## src/rtl/key_debounce_pkg.sv

```systemverilog
// Shared types and default constants for the pushbutton debouncer.
// Defines the per-key FSM state encoding and 50 MHz timing defaults.
package key_debounce_pkg;

  typedef enum logic [1:0] {
    S_IDLE,
    S_PRESS_WAIT,
    S_HELD,
    S_REL_WAIT
  } key_state_e;

  localparam int DEB_CNT_50MHZ  = 500000;
  localparam int LONG_CNT_50MHZ = 50000000;

endpackage

```

## src/rtl/key_debounce_core.sv

```systemverilog
// One debounce channel: 2-FF sync, debounce FSM, counters, pulses.
// Ports: i_clk, i_rst_n, i_key_n (raw, active-low) in;
//   o_pressed, o_press_pulse, o_release_pulse, o_long_pulse out.
// Macro KEY_DEBOUNCE_LONGPRESS_EN enables the long-press counter.
module key_debounce_core
  import key_debounce_pkg::*;
#(
  parameter int CNT_N  = DEB_CNT_50MHZ,
  parameter int LONG_N = LONG_CNT_50MHZ
) (
  input  logic i_clk,
  input  logic i_rst_n,
  input  logic i_key_n,
  output logic o_pressed,
  output logic o_press_pulse,
  output logic o_release_pulse,
  output logic o_long_pulse
);

  localparam int CW = $clog2(CNT_N + 1);
  localparam logic [CW-1:0] C_LAST = CW'(CNT_N - 1);

  logic          r_sync1;
  logic          r_sync2;
  key_state_e    r_state;
  key_state_e    w_next;
  logic [CW-1:0] r_cnt;
  logic [CW-1:0] w_cnt_nxt;
  logic [CW-1:0] w_cnt_inc;
  logic          w_done;
  logic          w_pressed;
  logic          w_press_p;
  logic          w_rel_p;

  // >= also covers CNT_N==1: the wait completes on its first cycle
  assign w_done = (r_cnt >= C_LAST);
  assign w_cnt_inc = (r_cnt == '1) ? r_cnt : r_cnt + CW'(1);

  always_ff @(posedge i_clk or negedge i_rst_n) begin
    if (!i_rst_n) begin
      r_sync1         <= 1'b1;
      r_sync2         <= 1'b1;
      r_state         <= S_IDLE;
      r_cnt           <= '0;
      o_pressed       <= 1'b0;
      o_press_pulse   <= 1'b0;
      o_release_pulse <= 1'b0;
    end else begin
      r_sync1         <= i_key_n;
      r_sync2         <= r_sync1;
      r_state         <= w_next;
      r_cnt           <= w_cnt_nxt;
      o_pressed       <= w_pressed;
      o_press_pulse   <= w_press_p;
      o_release_pulse <= w_rel_p;
    end
  end

  always_comb begin
    w_next    = r_state;
    w_cnt_nxt = r_cnt;
    unique case (r_state)
      S_IDLE: begin
        if (!r_sync2) begin
          w_next    = S_PRESS_WAIT;
          w_cnt_nxt = CW'(1);
        end
      end
      S_PRESS_WAIT: begin
        if (r_sync2) begin
          w_next    = S_IDLE;
          w_cnt_nxt = '0;
        end else if (w_done) begin
          w_next    = S_HELD;
          w_cnt_nxt = '0;
        end else begin
          w_cnt_nxt = w_cnt_inc;
        end
      end
      S_HELD: begin
        if (r_sync2) begin
          w_next    = S_REL_WAIT;
          w_cnt_nxt = CW'(1);
        end
      end
      S_REL_WAIT: begin
        if (!r_sync2) begin
          w_next    = S_HELD;
          w_cnt_nxt = '0;
        end else if (w_done) begin
          w_next    = S_IDLE;
          w_cnt_nxt = '0;
        end else begin
          w_cnt_nxt = w_cnt_inc;
        end
      end
      default: begin
        w_next    = S_IDLE;
        w_cnt_nxt = '0;
      end
    endcase
  end

  // outputs are decoded from the transition and registered
  always_comb begin
    w_pressed = (w_next == S_HELD) || (w_next == S_REL_WAIT);
    w_press_p = (r_state == S_PRESS_WAIT) && (w_next == S_HELD);
    w_rel_p   = (r_state == S_REL_WAIT) && (w_next == S_IDLE);
  end

`ifdef KEY_DEBOUNCE_LONGPRESS_EN
  localparam int LW = $clog2(LONG_N + 1);
  localparam logic [LW-1:0] L_MAX  = LW'(LONG_N);
  localparam logic [LW-1:0] L_LAST = LW'(LONG_N - 1);

  logic [LW-1:0] r_long_cnt;
  logic          r_long;
  logic          w_in_held;

  assign w_in_held = (r_state == S_HELD) || (r_state == S_REL_WAIT);

  // saturates at LONG_N so the pulse cannot repeat within one press
  always_ff @(posedge i_clk or negedge i_rst_n) begin
    if (!i_rst_n) begin
      r_long_cnt <= '0;
      r_long     <= 1'b0;
    end else begin
      r_long <= 1'b0;
      if (!w_in_held) begin
        r_long_cnt <= '0;
      end else if (r_long_cnt != L_MAX) begin
        r_long_cnt <= r_long_cnt + LW'(1);
        r_long     <= (r_long_cnt == L_LAST);
      end
    end
  end

  assign o_long_pulse = r_long;
`else
  assign o_long_pulse = 1'b0;
`endif

endmodule

```

## src/rtl/key_debounce.sv

```systemverilog
// Debounces NUM_KEYS raw active-low pushbuttons, one core per key.
// Ports: i_clk, i_rst_n, i_key_n[NUM_KEYS] in; o_pressed, o_press_pulse,
//   o_release_pulse, o_long_pulse [NUM_KEYS] out.
// Macro KEY_DEBOUNCE_LONGPRESS_EN enables o_long_pulse.
module key_debounce
  import key_debounce_pkg::*;
#(
  parameter int NUM_KEYS = 4,
  parameter int CNT_N    = DEB_CNT_50MHZ,
  parameter int LONG_N   = LONG_CNT_50MHZ
) (
  input  logic                i_clk,
  input  logic                i_rst_n,
  input  logic [NUM_KEYS-1:0] i_key_n,
  output logic [NUM_KEYS-1:0] o_pressed,
  output logic [NUM_KEYS-1:0] o_press_pulse,
  output logic [NUM_KEYS-1:0] o_release_pulse,
  output logic [NUM_KEYS-1:0] o_long_pulse
);

  for (genvar g = 0; g < NUM_KEYS; g++) begin : g_key
    key_debounce_core #(
      .CNT_N (CNT_N),
      .LONG_N(LONG_N)
    ) u_core (
      .i_clk          (i_clk),
      .i_rst_n        (i_rst_n),
      .i_key_n        (i_key_n[g]),
      .o_pressed      (o_pressed[g]),
      .o_press_pulse  (o_press_pulse[g]),
      .o_release_pulse(o_release_pulse[g]),
      .o_long_pulse   (o_long_pulse[g])
    );
  end

endmodule

```

## config.mk

```make
export PLATFORM = sky130hd
export DESIGN_NAME = key_debounce
export DESIGN_NICKNAME = d
export VERILOG_FILES = /design/src/rtl/key_debounce_pkg.sv /design/src/rtl/key_debounce_core.sv /design/src/rtl/key_debounce.sv
export SDC_FILE = /design/constraint.sdc
export NUM_CORES = 1
export LEC_CHECK = 0
export CORE_ASPECT_RATIO = 1.5
export CORE_MARGIN = 2
export CORE_UTILIZATION = 40
export CTS_BUF_LIST = sky130_fd_sc_hd__clkbuf_16
export CTS_CLUSTER_DIAMETER = 40
export DETAILED_ROUTE_END_ITERATION = 8
export HOLD_SLACK_MARGIN = 0.02
export PLACE_DENSITY = 0.56
export SKIP_LAST_GASP = 1
export SLEW_MARGIN = 0
export SYNTH_ARGS = -nofsm -noshare
export SYNTH_HDL_FRONTEND = slang
export SYNTH_SLANG_ARGS = --single-unit
export TNS_END_PERCENT = 5
```

## constraint.sdc

```tcl
create_clock -name i_clk -period 2.1 [get_ports i_clk]
set_input_delay 0.21 -clock i_clk [delete_from_list [all_inputs] [get_ports i_clk]]
set_output_delay 0.21 -clock i_clk [all_outputs]
set_load 0.03 [all_outputs]
```

# == Word-level counts from Yosys, hierarchy flattened ==
# Index checks and enable logic that the tools add are counted.
# word_totals
register_bits,104
output_inout_bits,16
# op_classes
magnitude_cmp,4
n_addsub,4
n_mux,56
reduce_logical,24
n_eq_ne,32
# op_table
cell,count
$mux 19,24
$pmux 19 s4,4
$add 19x1->19 const B,4
$eq 19x19->1 const B,4
$ge 19x19->1 const B,4
$mux 2,24
$eq 2x2->1 const B,16
$pmux 2 s4,4
$logic_not 2->1,8
$eq 2x1->1 const B,4
$logic_and 1x1->1,8
$ne 2x1->1 const B,4
$ne 2x2->1 const B,4
$reduce_and 2->1,4
$logic_or 1x1->1,4

# == Longest topological paths before layout ==
# Gate-level depths: netlist of run 1.
# depth
depth_word,6
mapped_depth,9
depth_no_buf,7

# == Cells and area by module ==
# Synthesis of run 1 repeated with hierarchy kept, for this count alone.
# unflattened
cells_unflattened,637
hier_area_um2,5923.2
# by_module_without_submodules
module,cells_per_inst,area_per_inst_um2,n_inst
key_debounce_core at g_key[0].u_core ...,155,1438.9,3
key_debounce_core at g_key[3].u_core,172,1606.5,1

# == Least setup slack after synthesis of run 1 ==
# No wires, ideal clock.
# synth_timing
path_kind,register to register
start,register g_key[0].u_core.r_cnt[7]
end,register g_key[0].u_core.r_cnt[10]
slack_ns,-0.082
stages_incl_launch_ff,8
arrival_ns,2.043
required_time_ns,1.962
setup_time_ns,0.138
path_buffers,1
cell_sequence,dfrtp_1 -> or4_1 -> or4_1 -> o2111ai_2 -> a21oi_4 -> buf_4 -> a41oi_1 -> a31oi_1
# synth_between
elab_chain_cells,5
# synth_lines
element,line,rtl
"start, declared",key_debounce_core.sv:27,logic [CW-1:0] r_cnt;
"start signal, assigned",key_debounce_core.sv:52,r_cnt <= w_cnt_nxt;
$add 19x1->19 / $eq 19x19->1 (equally long branches),key_debounce_core.sv:37,assign w_cnt_inc = (r_cnt == '1) ? r_cnt : r_cnt + CW'(1);
$mux 19,key_debounce_core.sv:37,
$mux 19 *,"key_debounce_core.sv:73, key_debounce_core.sv:90",
$mux 19 (on tied branches),"key_debounce_core.sv:87, key_debounce_core.sv:70",
$pmux 19 s4 *,key_debounce_core.sv:62,unique case (r_state)
# Mark *: on every way between the ends. The rest lies on a longest branch, timed or not.
# A chain may end at the register's enable or synchronous reset.

# == Final worst setup path of run 1 ==
# layout_timing
start,register g_key[3].u_core.r_cnt[7]
end,register g_key[3].u_core.r_cnt[3]
# layout_between
elab_chain_cells,5
# layout_lines
element,line
"start, declared",key_debounce_core.sv:27
"start signal, assigned",key_debounce_core.sv:52
"parallel branches: the longest is 2 deep, another holds $ge 19x19->1",-
$mux 19 *,"key_debounce_core.sv:73, key_debounce_core.sv:90"
$mux 19 (on tied branches),"key_debounce_core.sv:87, key_debounce_core.sv:70"
$pmux 19 s4 *,key_debounce_core.sv:62
# Mark *: on every way between the ends.

==> impl_metrics.env, run 1 <==
export IMPL_firstDrtPassIters=5
export IMPL_maxUsedRoutingLayer="met4"
export IMPL_finalCritPeriodShare_pct=104.5
export IMPL_cts_tree="yes"
export IMPL_dp_hpwl_mm=9.525
export IMPL_final_nets=717
export IMPL_required_ns=2.37
export IMPL_multi_input_area_um2=2909
export IMPL_hold_viol=0
export IMPL_design_power_total_uw=4112
export IMPL_ant_nets=0
export IMPL_synth_warnings=0
export IMPL_start_util_pct=41.05
export IMPL_yosys_register_bits=104
export IMPL_dr_first_iter_drc_count=237
export IMPL_synthFlopType="dfrtp_1"
export IMPL_diodes=0
export IMPL_clockBufferDepth=2
export IMPL_yosysSeqAreaShare_pct=45.27
export IMPL_power_leakage_uw=0.003025
export IMPL_synth_area_um2=5771
export IMPL_maxSlewHeadroom_pct=25.00
export IMPL_fillers=1358
export IMPL_final_cell_mix="96 x dfrtp_1, 75 x nand2_1, 73 x buf_4"
export IMPL_power_density_nw_per_um2=589.5
export IMPL_post_route_drc_count=0
export IMPL_crit_chain="or4_4 > a211oi_2 > o21ai_1 > or3_4 > buf_6 > or3_1 > o21ai_2"
export IMPL_ys_types=67
export IMPL_synth_edf_count=0
export IMPL_gp_congestion=0.8758
export IMPL_layout_setup_ws_ns=-0.09497
export IMPL_cp_top_family="simple AND/OR/NAND/NOR gates"
export IMPL_rsz0062_at_grt="true"
export IMPL_die_area_um2=15420
export IMPL_dp_cells=885
export IMPL_route_met2_wl_mm=6.684
export IMPL_fin_crit_ns=2.195
export IMPL_final_core_util_pct=49.61
export IMPL_async_flop_share_pct=100.0
export IMPL_crit_buf_inv=1
export IMPL_hp_class="in2reg"
export IMPL_drive_gt1_share_pct=19.24
export IMPL_instances_no_fill=904
export IMPL_grt_usage_pct=18.00
export IMPL_cpPeakStageDelay_ns=0.54
export IMPL_ctsRootBufferMaster="clkbuf_16"
export IMPL_worstMarginPinSlew_ns=1.121
export IMPL_clk_pin_slew_worst_paths_ns=0.07
export IMPL_vdd_drop_max_mv=0.5277
export IMPL_clk_latency_ns=0.35
export IMPL_skew_ns=0.008336
export IMPL_final_common_cell="dfrtp_1"
export IMPL_io_pin_count=22
export IMPL_cp_end_kind="register"
export IMPL_drv_cap=0
export IMPL_grt_pass1_wl_mm=22.37
export IMPL_vias=5038
export IMPL_antenna_found_initial=0
export IMPL_cts_sinks=104
export IMPL_htree_levels=3
export IMPL_cts_buffers=9
export IMPL_violations="negative setup slack"
export IMPL_post_drt_wl_per_cell_um=14.54
export IMPL_criticalPathCategory="reg2reg"
export IMPL_worstPathMaxFanout=6
export IMPL_viasPerCell=5.573
export IMPL_crit_slowest_cell="or4_4"
export IMPL_worst_setup_path_start_kind="register"
export IMPL_final_max_slew_viol_count=0
export IMPL_fmax_mhz=455.6
export IMPL_syn_inst=635
export IMPL_synth_avg_cell_area_um2=9.087
export IMPL_grt_pass1_vias=4840
export IMPL_routed_wl_mm=13.14
export IMPL_setup_viol=34
export IMPL_grt_start_max_net_pins=39
export IMPL_fin_setup_tns_ns=-1.207
export IMPL_outcome="finished with violations"
export IMPL_wl_met1_mm=5.960
export IMPL_area_delta_synth_final_pct=20.86
export IMPL_port_buffers=17
export IMPL_worstPathArrival_ns=2.47
export IMPL_die_h_um=151.1
export IMPL_regArea_um2=2613
export IMPL_wl_met3_um=274
export IMPL_overflow=0
export IMPL_placementRows=53
export IMPL_die_w_um=102.1
export IMPL_core_area_um2=14060
[metal layers]
| metal | vias up | global-route usage [%] |
|---|---|---|
| met5 | - | 0 |
| met4 | 0 | 6.200 |
| met3 | 18 | 2.492 |
| met2 | 67 | 31.05 |
| met1 | 2455 | 22.94 |
| li1 | 2498 | - |
[kinds of logic after synthesis]
group | Yosys count | synth area share (%)
mux | 9 | 1.561
fa+ha+maj | 4 | 0.8673
simple gates | 306 | 27.41
buf+inv | 57 | 5.139
compound gates | 147 | 18.63
xor+xnor | 7 | 1.062
flops | 104 | 45.27
other cells | 1 | 0.06499
[synthesized netlist by cell type, drive strengths merged, types with 8 or more instances]
master	number	area share, %
nor2	46	3.0
nor3	19	1.9
and4	8	1.2
dfrtp	96	42
dfstp	8	3.6
and3	20	2.2
and2	12	1.3
buf	27	3.2
nand4	24	2.6
mux2i	9	1.6
o21ai	16	1.5
o211ai	9	1.2
a31oi	22	2.5
nand2	75	4.9
a21oi	40	3.7
clkbuf	13	0.85
or3	20	2.2
nand3	53	4.6
o311ai	9	1.9
inv	17	1.1
[sequential cells by signal, summed over array words and instances (netlist names)]
register                      flops
g_key.u_core.r_cnt               76
g_key.u_core.r_state              8
g_key.u_core.o_press_pulse        4
g_key.u_core.o_pressed            4
g_key.u_core.o_release_pulse      4
g_key.u_core.r_sync1              4
g_key.u_core.r_sync2              4
[worst paths after layout]
| path | from | to | slack, ns | cells past startpoint |
|---|---|---|---|---|
| setup reg to reg | g_key[3].u_core.r_cnt[7] | g_key[3].u_core.r_cnt[3] | -0.09 | 7 |
| setup / recovery | g_key[3].u_core.r_cnt[7] | g_key[3].u_core.r_cnt[3] | -0.09 | 7 |
| max in group asynchronous | i_rst_n | g_key[0].u_core.r_sync1 | 1.13 | 3 |
| hold / removal | i_key_n[3] | g_key[3].u_core.r_sync1 | 0.26 | 1 |
| hold reg to reg | g_key[2].u_core.r_sync1 | g_key[2].u_core.r_sync2 | 0.36 | 0 |
| min in group asynchronous | i_rst_n | g_key[1].u_core.r_cnt[13] | 0.35 | 2 |
[cell type report]
class	count	area share, %
inverters	17	0.9150
multi-input cells	477	41.71
repair buffers	98	12.22
clock inverters	7	1.023
clock buffers	9	3.229
well taps	192	3.445
flip-flops and latches	104	37.46
[power by group]
group / switching (uW) / total (uW) / internal, uW
logic: 188 / 328 / 140
clock network: 771 / 1700 / 927
registers: 38.0 / 2090 / 2050
[per-stage QoR]
stage          worst slack (ns)  cell area (um2)  hold WS (ns)
2_1_floorplan          -0.05781             5782      -0.08559
3_3_place_gp            -0.1329             6605        0.1819
3_5_place_dp            -0.2114             6605        0.1904
4_1_cts                 -0.1314             6928        0.2497
5_1_grt                 -0.2225             6974        0.2499
6_report               -0.09497             6974        0.2626
[what timing repair did]
action	CTS	global route
pin swaps	2	9
buffers inserted	1	1
hold buffers	1	0
gates resized for setup	4	10
setup endpoints to repair	61	87
endpoints found under the hold margin	24	0
cloned	0	0
Power figures use the tool's default switching activity.
==> run 2, diff against run 1 <==
- CTS_CLUSTER_DIAMETER: 40 -> 80
==> results of run 2 <==
The final DEF is identical to that of run 1; final timing and power are the same.
